File: src/rtl/serial_add_sub.sv
// Bit-serial adder/subtractor: DIGIT bits per cycle through a DIGIT-wide ripple,
// with the carry held in a register between digit cycles and valid/ready on both sides.
module serial_add_sub #(
    parameter int WIDTH = 32,
    parameter int DIGIT = 4
) (
    input  logic             clk,
    input  logic             rst_n,
    input  logic             in_valid,
    output logic             in_ready,
    input  logic [WIDTH-1:0] a,
    input  logic [WIDTH-1:0] b,
    input  logic             cin,
    input  logic             sub,
    output logic             out_valid,
    input  logic             out_ready,
    output logic [WIDTH-1:0] sum,
    output logic             cout,
    output logic             ovf,
    output logic             busy
);

    // state | meaning
    // IDLE  | waiting for operands, in_ready high
    // RUN   | one digit per edge, N edges
    // DONE  | result held, out_valid high until out_ready

    localparam int N  = WIDTH / DIGIT;
    localparam int CW = (N > 1) ? $clog2(N) : 1;

    generate
        if (DIGIT < 1 || DIGIT > WIDTH || (WIDTH % DIGIT) != 0) begin : g_bad_param
            $error("serial_add_sub: DIGIT must lie in 1..WIDTH and divide WIDTH");
        end
    endgenerate

    typedef enum logic [1:0] {
        IDLE = 2'd0,
        RUN  = 2'd1,
        DONE = 2'd2
    } state_t;

    state_t           state_q;
    state_t           state_d;

    logic [WIDTH-1:0] a_q;
    logic [WIDTH-1:0] b_q;
    logic [WIDTH-1:0] acc_q;
    logic [WIDTH-1:0] acc_next;
    logic [WIDTH-1:0] b_in;
    logic             carry_q;
    logic             msb_a_q;
    logic             msb_b_q;
    logic [CW-1:0]    cnt_q;
    logic             last_digit;
    logic [DIGIT-1:0] dsum;
    logic             ripple_c;

    assign b_in       = sub ? ~b : b;
    assign last_digit = (cnt_q == CW'(N - 1));

    always_comb begin
        dsum     = '0;
        ripple_c = carry_q;
        for (int i = 0; i < DIGIT; i++) begin
            dsum[i]  = a_q[i] ^ b_q[i] ^ ripple_c;
            ripple_c = (a_q[i] & b_q[i]) | (ripple_c & (a_q[i] ^ b_q[i]));
        end
    end

    // Completed digit enters at the top so the LSB digit ends at bit 0 after N shifts.
    assign acc_next = (acc_q >> DIGIT) | (WIDTH'(dsum) << (WIDTH - DIGIT));

    always_ff @(posedge clk or negedge rst_n) begin
        if (!rst_n) begin
            state_q <= IDLE;
        end else begin
            state_q <= state_d;
        end
    end

    always_comb begin
        state_d   = state_q;
        in_ready  = 1'b0;
        out_valid = 1'b0;
        busy      = 1'b0;
        case (state_q)
            IDLE: begin
                in_ready = 1'b1;
                if (in_valid) begin
                    state_d = RUN;
                end
            end
            RUN: begin
                busy = 1'b1;
                if (last_digit) begin
                    state_d = DONE;
                end
            end
            DONE: begin
                out_valid = 1'b1;
                busy      = 1'b1;
                if (out_ready) begin
                    state_d = IDLE;
                end
            end
            default: state_d = IDLE;
        endcase
    end

    always_ff @(posedge clk or negedge rst_n) begin
        if (!rst_n) begin
            a_q     <= '0;
            b_q     <= '0;
            acc_q   <= '0;
            carry_q <= 1'b0;
            msb_a_q <= 1'b0;
            msb_b_q <= 1'b0;
            cnt_q   <= '0;
            sum     <= '0;
            cout    <= 1'b0;
            ovf     <= 1'b0;
        end else begin
            case (state_q)
                IDLE: begin
                    if (in_valid) begin
                        a_q     <= a;
                        b_q     <= b_in;
                        carry_q <= sub | cin;
                        msb_a_q <= a[WIDTH-1];
                        msb_b_q <= b_in[WIDTH-1];
                        cnt_q   <= '0;
                    end
                end
                RUN: begin
                    a_q     <= a_q >> DIGIT;
                    b_q     <= b_q >> DIGIT;
                    acc_q   <= acc_next;
                    carry_q <= ripple_c;
                    cnt_q   <= cnt_q + CW'(1);
                    if (last_digit) begin
                        sum  <= acc_next;
                        cout <= ripple_c;
                        ovf  <= (msb_a_q == msb_b_q) && (acc_next[WIDTH-1] != msb_a_q);
                    end
                end
                default: ;
            endcase
        end
    end

endmodule
File: config.mk
export PLATFORM = sky130hd
export DESIGN_NAME = serial_add_sub
export DESIGN_NICKNAME = d
export VERILOG_FILES = /design/src/rtl/serial_add_sub.sv
export SDC_FILE = /design/constraint.sdc
export NUM_CORES = 1
export LEC_CHECK = 0
export BUFFER_PORTS_ARGS = -buffer_cell sky130_fd_sc_hd__buf_2
export CAP_MARGIN = 20
export CORE_MARGIN = 5
export CORE_UTILIZATION = 58
export DETAILED_ROUTE_END_ITERATION = 16
export PLACE_DENSITY = 0.82
export SLEW_MARGIN = 5
export SYNTH_ARGS = -nofsm -noshare
export SYNTH_HDL_FRONTEND = slang
export SYNTH_SLANG_ARGS = --single-unit
File: constraint.sdc
create_clock -name clk -period 4.95 [get_ports clk]
set_clock_uncertainty 0.1 [all_clocks]
set_input_delay 0.495 -clock clk [delete_from_list [all_inputs] [get_ports clk]]
set_output_delay 0.495 -clock clk [all_outputs]
set_load 0.03 [all_outputs]
Yosys cells after proc, flatten, opt, wreduce, memory -nomap -nowiden
Cells that the tools add are included.

storage, ports and cells
  output and inout bits = 37
  bits in registers = 138
  input bits = 70
  logic and storage cells = 67

cells by class
  $add $sub $neg = 1
  reduce and logical (&&, ||, !) cells = 8
  bitwise operators = 23
  equality and inequality tests = 8
  mux-type cells = 16

operators by type and width
  cell                 count
  $pmux 32 s2          2
  $mux 32              3
  $not 32->32          1
  $or 28x32->32        1
  $and 1x1->1          8
  $xor 1x1->1          8
  $mux 2               3
  $ne 2x2->1 const B   3
  $pmux 2 s3           1
  $pmux 3 s2           1
  $reduce_and 2->1     3
  $or 1x1->1           5
  $mux 1               4
  $add 3x1->3 const B  1
  $eq 3x3->1 const B   1
  $mux 3               1
  $reduce_and 3->1     1
  $eq 2x1->1 const B   1
  $eq 2x2->1 const B   1
  $logic_not 2->1      1
  $pmux 1 s2           1
  $reduce_bool 2->1    1
  $reduce_or 2->1      1
  $eq 1x1->1           1
  2 further kinds      2

Logic depth before layout (Yosys ltp)
  word-level depth = 11
  depth in mapped cells = 10

Least setup slack after synthesis
OpenSTA, ideal clock, no wires.

  kind = register to register
  from = reg a_q[0]
  to = reg ovf
  required time = 4.767 ns
  buffers on the path = 0
  setup slack = 2.525 ns
  data arrival time = 2.243 ns
  setup time = 0.083 ns
  cell stages (with the launch flop) = 11
  period minus slack after synthesis = 2.425 ns
  cells stage by stage = dfrtp_1 > fa_1 > inv_1 > fa_1 > inv_1 > fa_1 > inv_1 > fa_1 > nor3_1 > nor2_1 > o21ai_0

between the ends
  cells in the longest elaborated chain, start to end = 11
  elaborated cells between the ends (all ways) = 12
  those cells by class = 1 x eq/ne; 10 x bitwise; 1 x reduce/logical

RTL lines
  element                 RTL line  text
  start, declared         46        logic [WIDTH-1:0] a_q;
  start signal, assigned  136       a_q <= a_q >> DIGIT;
  $xor 1x1->1             67        ripple_c = (a_q[i] & b_q[i]) | (ripple_c & (a_q[i] ^ b_q[i]));
  $and 1x1->1             67
  $or 1x1->1 *            67
  $and 1x1->1 *           67
  $or 1x1->1 *            67
  $and 1x1->1 *           67
  $or 1x1->1 *            67
  $xor 1x1->1 *           66        dsum[i] = a_q[i] ^ b_q[i] ^ ripple_c;
  $or 28x32->32 *         72        assign acc_next = (acc_q >> DIGIT) | (WIDTH'(dsum) << (WIDTH - DIGIT));
  $ne 1x1->1 *            144       ovf <= (msb_a_q == msb_b_q) && (acc_next[WIDTH-1] != msb_a_q);
  $logic_and 1x1->1 *     144
  end signal, assigned    144
  end, declared           19        output logic ovf,

Every way passes the cells marked *; elsewhere a longest branch is shown, timed or not.
A chain may end at the register's enable or synchronous reset.

Worst setup path after layout
Same ends and word-level chain as after synthesis.

==> qor.csv <==
metric;value;unit
outcome;finished, final reports clean;
die_width;113.9;um
detail-route-antenna-nets;0;
route.layer.met1.wl;5037;um
fin_worst_hold_slack;165.3;ps
die_boundary_height;113.9;um
cp-end-kind;flip-flop;
antenna_cells_inserted;0;
number_of_antenna_violations_at_the_first_check_in_global_routing;0;
portBuffers;106;
dr.pass1.iters;5;
cap_viol_max_count;0;
post_synth_inst_count;505;
max_clock_freq;376.3;MHz
timing.critical_path.slowest_stage_cell;fa_1;
share_of_layout_cells_above_drive_strength_1;42.28;%
worst_ep_arrival_time;2920;ps
post-route-worst-setup-slack;2293;ps
groute.usage.overall;19.33;%
critical-path-max-stage-delay;480;ps
hold_path.startpoint;a[0];
syn_area;6257;um2
hold_path_end;a_q[0];
worst_setup_hold_path_clk_slew;60;ps
timing.critical_path.required;5220;ps
timing.final.max_slew_violations;0;
fp-row-count;38;
routed-wl-met2;6173;um
rsz0062_at_grt;false;
ys_types;31;
final_common_cell;dfrtp_1;
grt_pass1_vias;4122;
coreArea;10700;um2
avg_vias_per_cell;5.274;
timing.slew.headroom;39.55;%
cts_htree_levels;4;
fin_total_pwr;4974;uW
fin_tns_setup;0;ps
die-area;12970;um2
gp_routability_congestion;0.7881;
initial_cell_density_of_the_core;58.49;%
grt_max_degree;80;
wl_per_cell;15.80;um
detailroute.wirelength.met3;641;um
synthArstFlopShare;100.0;%
totalWireLength;11930;um
area_grow_syn2layout;19.32;%
final_cell_mix;dfrtp_1 (134), buf_2 (105), mux2i_1 (58);
crit-reg2reg-launch;a_q[0];
power.switching_fraction;35.66;%
number_of_flops_mapped_to_enable_cells_by_yosys;0;
worst_hold_path_cells;3;
power_density;666.2;nW/um2
maxUsedRoutingLayer;met4;
top_level_ports;107;
final.min_clock_period;2657;ps
dp_slack;2130;ps
setup-violations-final;0;
fin_crit_sh;53.69;%
yosys_register_bits;134;
total_clock_buffers_created_by_cts;17;
regToRegEndpoint;ovf;
critical_path_class;reg -> reg;
worstPathCellList;fa_1 -> inv_1 -> fa_1 -> inv_1 -> fa_1 -> inv_1 -> fa_1 -> and3_1 -> nor2_1 -> o21ai_0;
clock_sink_count;134;
min-delay-path-class;in -> reg;
cts-root-to-sink-buffers;2;
drcViolationCount;0;
cp-start-kind;flip-flop;
clock_latency;510;ps
finish.net_count;683;
synthesis.nets;584;
layout.core_utilization;69.79;%
nFillCells;796;
worst_pin_slew;906.8;ps
timing.reg2reg.worst_path_depth;10;
cts.root.buffer_cell;clkbuf_8;
leakage;0.003630;uW
vias_after_detailed_routing;3982;
internal_power;3200;uW
cts_tree;yes;
timing_hold_violations_final;0;
yosys_most_used_dff;dfrtp_1;
detailed_place_hpwl;7974;um
yosys_warnings;0;
share_seq_of_total_power;36.7;%
grt-ovfl-total;0;
worst-path-max-fanout;4;
power.share.clock;26.6;%
regToRegSetupSlack;2290;ps
synth_area_per_cell;12.39;um2
drt_iter0_drc;210;
global_route_wire_length_before_repair;19900;um
synth.yosys.seq_area_share;53.59;%
critical-path-top-cell-by-count;fa_1;
ir_worst_vdd;0.7440;mV
p_sw;1774;uW
comb_power_share;36.7;%
## flip-flops by register name, summed over array words and instances, names as in the netlist, 2 cells and up
| register | cells |
|---|---|
| a_q | 32 |
| b_q | 32 |
| sum | 32 |
| acc_q | 28 |
| cnt_q | 3 |
| state_q | 2 |
## Yosys cell counts, types with 2 or more instances
cell type	count	area share (%)
mux2_2	56	10
a22oi_1	8	0.96
buf_2	17	1.4
fa_1	4	1.3
nand2_2	30	3.0
o21ai_2	30	4.2
o21ai_0	42	3.4
inv_1	11	0.66
nand2b_1	3	0.30
a32o_1	2	0.32
buf_6	5	0.90
nand2_1	45	2.7
xor2_1	32	4.5
a31oi_1	2	0.20
dfrtp_1	134	54
clkbuf_1	2	0.12
mux2i_1	58	9.3
ha_1	5	1.0
buf_4	7	0.84
## critical path: cells and delay by family, from the launching register on
| kind | cells | cell delay, ps |
|---|---|---|
| compound gates | 1 | 80 |
| simple gates | 2 | 300 |
| buf+inv | 3 | 200 |
| flops | 1 | 410 |
| fa+ha+maj | 4 | 1410 |
## cells by family after synthesis
logic type               after synthesis  share of synthesized area (%)
adder cells (fa/ha/maj)                9                          2.280
XOR/XNOR                              32                          4.479
buffers and inverters                 45                          4.079
AO/OA/AOI/OAI                         85                          9.158
multiplexers                         116                          19.90
AND/OR/NAND/NOR                       84                          6.519
flip-flops                           134                          53.59
## final cells by class
class / instances / area (um2) / share of cell area, %
Sequential cell: 134 / 3353 / 44.91
Multi-Input combinational cell: 326 / 2661 / 35.65
Timing Repair Buffer: 113 / 611.8 / 8.195
Clock buffer: 17 / 414.1 / 5.547
Clock inverter: 13 / 205.2 / 2.748
Tap cell: 140 / 175.2 / 2.346
Inverter: 12 / 45.04 / 0.6033
## metal layers
layer	vias up	GRT usage (%)
met3	7	5.199
met1	1941	24.81
met5	-	0
met2	89	32.59
met4	0	5.384
li1	1945	-
## power by group through the flow
| stage | Clock, uW | Sequential [uW] | Combinational, uW |
|---|---|---|---|
| after global routing | 1400 | 1880 | 2020 |
| after CTS | 1340 | 1830 | 1820 |
| after global placement | 0 | 1820 | 1730 |
| final | 1320 | 1830 | 1830 |
| after floorplan | 0 | 1850 | 1440 |
| after detailed placement | 0 | 1850 | 1800 |
## worst max path at each step
stage               startpoint  depth (start not counted)      to  slack, ps
finish                  a_q[0]                         10     ovf       2290
global route            a_q[0]                         10     ovf       2170
CTS                 state_q[0]                          5  b_q[2]       2110
detailed placement  state_q[0]                          5  b_q[2]       2130
global placement    state_q[0]                          5  b_q[1]       2190
floorplan               a_q[0]                         10     ovf       2520
## through the flow
| stage | cells | area [um2] |
|---|---|---|
| floorplan | 505 | 6257 |
| detailed placement | 723 | 6809 |
| global placement | 723 | 6809 |
| CTS | 754 | 7438 |
| finish | 755 | 7466 |
| global route | 755 | 7466 |
## what timing repair did
action,CTS,global route
resized for setup,0,0
hold buffers,1,0
endpoints found under the hold margin,78,0
buffers inserted,0,0
Note: power is estimated with default switching activity, not from simulation.
